`src/rtl/stable_filter.sv`:
```
// Debounce/qualification stage: a value is accepted once it has been sampled on
// N consecutive edges, then offered once over a single-entry valid/ready slot.
module stable_filter #(
    parameter int N = 3,
    parameter int W = 1
) (
    input  logic         i_clk,
    input  logic         i_reset,
    input  logic [W-1:0] i_in,
    input  logic         i_ready,
    output logic [W-1:0] o_data,
    output logic         o_valid,
    output logic         o_busy,
    output logic         o_overrun
);
    localparam int CW = $clog2(N + 1);

    typedef enum logic {IDLE, COUNT} state_t;

    state_t        r_state;
    state_t        w_next_state;
    logic [W-1:0]  r_held;
    logic [W-1:0]  r_cand;
    logic [CW-1:0] r_cnt;
    logic [W-1:0]  r_data;
    logic          r_valid;
    logic          r_overrun;

    logic [W-1:0]  w_cand_nxt;
    logic [CW-1:0] w_cnt_nxt;
    logic          w_accept;
    logic [W-1:0]  w_acc_val;

    always_ff @(posedge i_clk) begin
        if (i_reset) r_state <= IDLE;
        else         r_state <= w_next_state;
    end

    // A return to the held value is a rejected glitch, not a new candidate.
    always_comb begin
        w_next_state = r_state;
        w_cand_nxt   = r_cand;
        w_cnt_nxt    = r_cnt;
        w_accept     = 1'b0;
        w_acc_val    = i_in;
        case (r_state)
            IDLE: begin
                if (i_in != r_held) begin
                    if (N == 1) begin
                        w_accept = 1'b1;
                    end else begin
                        w_next_state = COUNT;
                        w_cand_nxt   = i_in;
                        w_cnt_nxt    = CW'(1);
                    end
                end
            end
            COUNT: begin
                if (i_in == r_cand) begin
                    if (r_cnt == CW'(N - 1)) begin
                        w_accept     = 1'b1;
                        w_acc_val    = r_cand;
                        w_next_state = IDLE;
                    end else if (r_cnt < CW'(N)) begin
                        w_cnt_nxt = r_cnt + CW'(1);
                    end
                end else if (i_in == r_held) begin
                    w_next_state = IDLE;
                end else begin
                    w_cand_nxt = i_in;
                    w_cnt_nxt  = CW'(1);
                end
            end
            default: w_next_state = IDLE;
        endcase
    end

    always_comb begin
        o_busy    = (r_state == COUNT);
        o_data    = r_data;
        o_valid   = r_valid;
        o_overrun = r_overrun;
    end

    // An accept always wins the slot; it only counts as an overrun if the old
    // value was still pending and not taken on the same edge.
    always_ff @(posedge i_clk) begin
        if (i_reset) begin
            r_held    <= '0;
            r_cand    <= '0;
            r_cnt     <= '0;
            r_data    <= '0;
            r_valid   <= 1'b0;
            r_overrun <= 1'b0;
        end else begin
            r_cand <= w_cand_nxt;
            r_cnt  <= w_cnt_nxt;
            if (w_accept) begin
                r_held  <= w_acc_val;
                r_data  <= w_acc_val;
                r_valid <= 1'b1;
                if (r_valid && !i_ready) r_overrun <= 1'b1;
            end else if (r_valid && i_ready) begin
                r_valid <= 1'b0;
            end
        end
    end
endmodule

```
`config.mk`:
```
export PLATFORM = sky130hd
export DESIGN_NAME = stable_filter
export DESIGN_NICKNAME = d
export VERILOG_FILES = /design/src/rtl/stable_filter.sv
export SDC_FILE = /design/constraint.sdc
export NUM_CORES = 1
export LEC_CHECK = 0
export BUFFER_PORTS_ARGS = -buffer_cell sky130_fd_sc_hd__buf_2
export CAP_MARGIN = 5
export CORE_AREA = 5 5 42 44
export CTS_BUF_LIST = sky130_fd_sc_hd__clkbuf_4 sky130_fd_sc_hd__clkbuf_8
export CTS_CLUSTER_SIZE = 30
export DETAILED_ROUTE_END_ITERATION = 10
export DIE_AREA = 0 0 47 49
export MAX_ROUTING_LAYER = met4
export RECOVER_POWER = 100
export SETUP_SLACK_MARGIN = 0.5
export SYNTH_ARGS = -nofsm -noshare
export SYNTH_HDL_FRONTEND = slang
export SYNTH_SLANG_ARGS = --single-unit
```
`constraint.sdc`:
```
create_clock -name i_clk -period 1.95 [get_ports i_clk]
set_input_delay 0.195 -clock i_clk [delete_from_list [all_inputs] [get_ports i_clk]]
set_output_delay 0.195 -clock i_clk [all_outputs]
set_load 0.01 [all_outputs]
```
### Word level (Yosys, flattened, before mapping)

Index checks and enable logic that the tools add are counted.

| operators by class | value |
|---|---|
| $add $sub $neg | 1 |
| $mul | 0 |
| div/mod/pow operators | 0 |
| order comparisons | 1 |
| equality and inequality tests | 10 |
| shifts and indexed selects | 0 |
| mux-type cells | 23 |
| bitwise gates (word level) | 1 |
| reductions and logical operators | 7 |

Operators by type and width:

| kind | number |
|---|---|
| two-way mux 1 bit | 15 |
| two-way mux 2 bit | 5 |
| inequality test 2 bit (second input constant) | 3 |
| inequality test 3 bit (second input constant) | 2 |
| one-hot mux 1 bit (2 select lines) | 2 |
| one-hot mux 2 bit (2 select lines) | 1 |
| AND reduction 4 bit | 1 |
| inequality test 3 x 2 -> 1 bit (second input constant) | 1 |
| AND reduction 3 bit | 1 |
| adder 2 x 1 -> 2 bit (second input constant) | 1 |
| == test 1 bit | 2 |
| == test 2 bit (second input constant) | 1 |
| logical AND 1 bit | 2 |
| less-than comparator 2 bit (second input constant) | 1 |
| AND reduction 2 bit | 1 |
| nonzero test 2 bit | 1 |
| zero test 1 bit | 1 |
| inequality test 1 bit | 1 |
| inverter 1 bit | 1 |

| word-level totals | value |
|---|---|
| register bits after elaboration | 7 |
| latch bits | 0 |
| bits in writable memories | 0 |
| memory bits (read-only) | 0 |
| bits of input ports | 4 |
| output and inout port bits | 4 |
| logic and storage cells | 49 |
| memories | 0 |

### Logic depth before layout (Yosys ltp)

Gate-level depths: netlist (run 1).

| logic depth | value |
|---|---|
| depth in word-level cells | 5 |
| mapped depth | 6 |
| depth with buffers taken out | 6 |

### Worst setup path before layout (run 1)

No wires, ideal clock.

| timing path | value |
|---|---|
| kind | register to register |
| start | register r_cnt[0] |
| end | register r_cnt[1] |
| library setup time | 0.066 ns |
| arrival | 1.689 ns |
| data required time | 1.884 ns |
| setup slack | 0.195 ns |
| cell stages (with the launch flop) | 7 |
| path buffers | 0 |
| clock period less this slack | 1.755 ns |
| cell sequence | dfxtp_1 > inv_1 > ha_1 > or3b_2 > a31o_1 > a211o_1 > a21oi_2 |

| between the ends | value |
|---|---|
| longest elaborated chain between the ends | 5 |
| elaborated cells between the ends (all ways) | 10 |
| those cells by class | add/sub: 1; order compare: 1; eq/ne: 3; mux: 4; reduce/logical: 1 |

Ends and longest elaborated chain:

| element | line | RTL |
|---|---|---|
| start: declaration | 24 | `logic [CW-1:0] r_cnt;` |
| start signal: assignment | 97 | `r_cnt <= w_cnt_nxt;` |
| adder 2 x 1 -> 2 bit | 65 | `w_cnt_nxt = r_cnt + CW'(1);` |
| two-way mux 2 bit | 64 | `end else if (r_cnt < CW'(N)) begin` |
| two-way mux 2 bit | 60 | `if (r_cnt == CW'(N - 1)) begin` |
| two-way mux 2 bit | 59 | `if (i_in == r_cand) begin` |
| one-hot mux 2 bit (2 select lines) | 46 | `case (r_state)` |

Several ways; a longest one is shown, not always the timed one. The select of a mux whose other input is x is not followed.
A chain may end at the register's enable or synchronous reset.

### Final worst setup path (run 1)

Ends and elaborated chain as after synthesis.

==> impl_metrics.ini, run 1 <==
[worst_setup_path]
critical_path_required_ps = 2130
rrSetupSlack_ps = 160
crit_fanout = 4
crit_arrival_ps = 1970
endpoint = r_cnt[1]
cp-end-kind = flop
cp-startpoint = r_cnt[0]
critPathKind = flop to flop
start_kind = flop
r2r_end = r_cnt[1]
rr_startpoint = r_cnt[0]
rr_worst_depth = 6

[clocking]
clock_latency_ps = 250
clock-sinks = 7
clkTransAtPathRegs_ps = 50
clk_path_buf_depth = 2
h-tree-depth = 1
cts_root_buf = clkbuf_4
numCtsBuffers = 3
cts_tree = built

[timing]
setup_slack_ps = 162
tightest_slew_ps = 294
final_hold_viol_count = 0
fmaxAchievable_mhz = 559
fin_crit_sh = 0.917
setup_viol = 0
slew_headroom = 0.804
tns_ps = 0
finalCriticalPeriod_ps = 1790
drv_slew = 0
clock_skew_ps = 2.12
rsz0062_at_grt = yes

[finish]
drive_above_1_share = 0.283
nets = 68
fin_util = 0.376
area.growth.synth_to_final_pct = 26.4
fill_cells = 163
instances_no_fill = 76
diodes = 0

[yosys]
muxShareOfSynthArea = 0.0240
synthDistinctLibCells = 26
ys_async_sr_fraction = 0
synth_edf_count = 0
synth_area_leader_cell = dfxtp_1
synth_top_family_by_area = compound AO/OA/AOI/OAI gates
synth.net_count = 54
syn_area_um2 = 417
synth_compound_area_frac = 0.282
ys_seq_area_frac = 0.336
synthAdderAreaFrac = 0.0901
synthTopCellsByArea = dfxtp_1 (34%), ha_1 (9.0%), a21oi_1 (3.6%)
synth_common_cells = dfxtp_1 (7), nand2_1 (4), nor2_1 (4)
ys.warnings.count = 0
synth-xor-area-share = 0.0210
synth_flop_cell = dfxtp_1
ys_ff_latch = 7
avgSynthCellArea_um2 = 8.86
synth.most_common_cell = dfxtp_1
syn_inst = 47
synth_top_area_frac = 0.336
synthSimpleGateAreaFrac = 0.174

[floorplanning]
die_y_um = 49
die_area_mm2 = 0.00230
core_area_mm2 = 0.00140
ioPinCount = 8
start_util = 0.297
fp-row-count = 14
die_w_um = 47

[place]
place_congestion = 0.728
dp_cells = 70
port_buffers = 7
post-dp-hpwl_um = 686
pre_cts_ws_ps = 218

[routing]
vias_per_cell = 5.05
route.met3.wl_um = 20
met1_length_um = 406
via_count = 384
wirelength_um = 916
routed.top_layer = met3
post_drt_wl_per_cell_um = 12.1
dr.pass1.iters = 4
ant_nets = 0
drt_first_iter_violations = 6
drc_errors = 0
wl_met2_um = 488

[power]
irDropWorstVdd_mv = 0.222
p_leak_nw = 0.214
powerDensity_mw_per_mm2 = 683
finalPower_w = 0.000360

[flow_run]
maxCapViolCount = 0

[global_routing]
grt_pass1_vias = 349
track_usage = 0.0953
grt_max_degree = 11
grt_pass1_wl_mm = 1.58
antenna_found_initial = 0
overflow = 0

[hold_path]
min_path_type = primary input to flop

[status]
status = finished, final reports clean
==> cell type report <==
cell class / count / area (µm²) / area share
sequential: 7 / 148 / 0.280
clock buffer: 4 / 30.0 / 0.0570
multi-input combinational: 35 / 262 / 0.496
inverter: 3 / 13.8 / 0.0261
tap: 16 / 20.0 / 0.0380
timing repair buffer: 11 / 53.8 / 0.102
==> sequential cells by signal, indices dropped and copies added (netlist names) <==
name	cells
r_cand	1
o_data	1
o_overrun	1
o_busy	1
r_cnt	2
o_valid	1
==> cells by family (layout without fill, tap and decap cells) <==
logic type                 Yosys count  count (layout)
buffers and inverters                5              18
and+or+nand+nor                     14              14
DFF                                  7               7
muxes                                1               1
adders and majority gates            3               3
xor gates and xnor gates             1               1
AOI/OAI and AO/OA                   16              16
==> worst min path at each step <==
stage               startpoint  cells after the start         to
floorplan              i_reset                      1   r_cnt[1]
global placement     o_overrun                      2  o_overrun
detailed placement     i_reset                      2   r_cnt[1]
CTS                    i_reset                      2   r_cnt[1]
global route           i_reset                      2   r_cnt[1]
finish                 i_reset                      2   r_cnt[1]
==> critical path: stages, from the launching register on <==
cell and delay (ps):
dfxtp_4 380, inv_4 40, ha_1 220, or4b_1 480
a31o_1 220, a211o_1 270, a21oi_2 120
==> timing repair <==
item                                   in CTS  in global routing
hold buffers                                0                  0
endpoints found under the hold margin       0                  0
setup endpoints to repair                   2                  3
resized for setup                           5                  0
buffers inserted                            1                  1
pin swaps                                   2                  2
==> metrics by stage <==
stage          instance area, µm²  hold slack, ps
5_1_grt                       527             208
3_3_place_gp                  485             450
4_1_cts                       543             188
6_report                      527             188
2_1_floorplan                 434             250
3_5_place_dp                  485             455
==> routing by layer <==
metal  GRT usage  up-vias
met5           -        -
li1            -      200
met3      0.0111        0
met2       0.138        7
met4      0.0553        0
met1       0.123      177
==> placed cells by master, fill, tap and decap left out, types with 2 or more instances in the layout <==
cell	synthesis	final
clkbuf_1	0	5
nand2b_1	2	2
a211oi_1	2	2
ha_1	3	2
buf_2	0	4
a21oi_1	3	3
dfxtp_1	7	5
nand2_1	4	4
dfxtp_4	0	2
inv_1	3	2
clkbuf_4	0	5
nor2_1	4	4
a31oi_1	2	2
==> power breakdown <==
part           switching (W)  internal (W)   total, W
registers         0.00000679      0.000149   0.000156
clock network      0.0000520     0.0000919   0.000144
logic              0.0000316     0.0000287  0.0000604
total              0.0000904      0.000270   0.000360
No activity file was read; power rests on OpenSTA's default activity.
==> inputs of run 2 (changes only) <==
CTS_BUF_LIST = not set   (was sky130_fd_sc_hd__clkbuf_4 sky130_fd_sc_hd__clkbuf_8)
==> run 2 against run 1 <==
Compared with the run above: first-iteration DRC count unchanged; count of clock-buffer cells in the layout unchanged; via count unchanged; combinational power about the same.
==> impl_metrics.ini, run 2 (synthesis results as in run 1) <==
[status]
status = finished, final reports clean

[global_routing]
grt_max_degree = 11
track_usage = 0.0953
overflow = 0
antenna_found_initial = 0
grt_pass1_wl_mm = 1.58
grt_pass1_vias = 349

[worst_setup_path]
crit_fanout = 4
critical_path_required_ps = 2130
critPathKind = flop to flop
crit_arrival_ps = 1970
start_kind = flop
cp-end-kind = flop

[timing]
tns_ps = 0
final_hold_viol_count = 0
finalCriticalPeriod_ps = 1790
fmaxAchievable_mhz = 559
rsz0062_at_grt = yes
setup_slack_ps = 163
setup_viol = 0
drv_slew = 0
fin_crit_sh = 0.917
slew_headroom = 0.804
clock_skew_ps = 0.238
tightest_slew_ps = 294

[finish]
multi_input_area_um2 = 262
fin_util = 0.373
diodes = 0
nets = 68
drive_above_1_share = 0.267
max_flop_register = r_cnt
largest_reg_flops = 2
area.growth.synth_to_final_pct = 25.5
fill_cells = 163
final_common_cell = clkbuf_1
final_cell_area_um2 = 523
final_cell_mix = clkbuf_1 (6), dfxtp_1 (5)
seqCellArea_um2 = 148

[routing]
vias_per_cell = 5.05
drc_errors = 0
drt_first_iter_violations = 6
via_count = 384
ant_nets = 0
post_drt_wl_per_cell_um = 12.0
wirelength_um = 914
dr.pass1.iters = 4

[place]
pre_cts_ws_ps = 218
port_buffers = 7
placed_cell_area_um2 = 485
post-dp-hpwl_um = 686
place_congestion = 0.728

[floorplanning]
die_y_um = 49
start_util = 0.297
ioPinCount = 8
die_w_um = 47
fp-row-count = 14
core_area_mm2 = 0.00140
die_area_mm2 = 0.00230

[clocking]
h-tree-depth = 1
cts_hold_buffers = 0
clk_path_buf_depth = 2
clock_latency_ps = 240
cts_root_buf = clkbuf_4
clkTransAtPathRegs_ps = 50
clock-sinks = 7
numCtsBuffers = 3
cts_tree = built

[flow_run]
maxCapViolCount = 0

[power]
p_leak_nw = 0.211
powerDensity_mw_per_mm2 = 663
irDropWorstVdd_mv = 0.220

[hold_path]
min_path_type = primary input to flop
[run 2: metrics by stage]
stage	hold slack, ps	cells	power (W)
5_1_grt	209	76	0.000368
4_1_cts	188	75	0.000354
2_1_floorplan	250	47	0.000201
6_report	189	76	0.000347
3_3_place_gp	450	70	0.000214
3_5_place_dp	455	70	0.000216
[run 2: layer usage]
| metal | share of wire | wire length (µm) | vias to the layer above | GRT usage |
|---|---|---|---|---|
| li1 | - | - | 200 | - |
| met1 | 0.45 | 408 | 177 | 0.123 |
| met2 | 0.53 | 485 | 7 | 0.138 |
| met3 | 0.022 | 20 | 0 | 0.0111 |
| met4 | 0 | 0 | 0 | 0.0553 |
| met5 | 0 | 0 | - | - |
[run 2: final timing paths]
check | from | end | slack, ps | depth (start not counted)
min | i_reset | r_cnt[1] | 190 | 2
max | r_cnt[0] | r_cnt[1] | 160 | 6
min reg2reg | o_overrun | o_overrun | 470 | 2
max reg2reg | r_cnt[0] | r_cnt[1] | 160 | 6
[run 2: what timing repair did]
item,in CTS,in global routing
pin swaps,2,1
setup endpoints to repair,2,3
resized for setup,5,0
endpoints found under the hold margin,0,0
setup buffers,1,1
[run 2: layout make-up]
type / count / share of cell area
timing repair buffer: 11 / 0.103
tap: 16 / 0.0383
inverter: 3 / 0.0263
sequential: 7 / 0.282
clock buffer: 4 / 0.0502
multi-input combinational: 35 / 0.500
[run 2: report_power, final]
part           switching (W)  total [W]  leakage [nW]  internal (W)
combinational      0.0000317  0.0000604         0.138     0.0000287
sequential        0.00000678   0.000156        0.0587      0.000149
clock              0.0000528   0.000131        0.0150     0.0000780
total              0.0000912   0.000347         0.211      0.000256
[run 2: worst max-delay path, stage by stage (launching register included)]
cell	delay, ps
dfxtp_4	380
inv_4	40
ha_1	220
or4b_1	480
a31o_1	220
a211o_1	270
a21oi_2	120
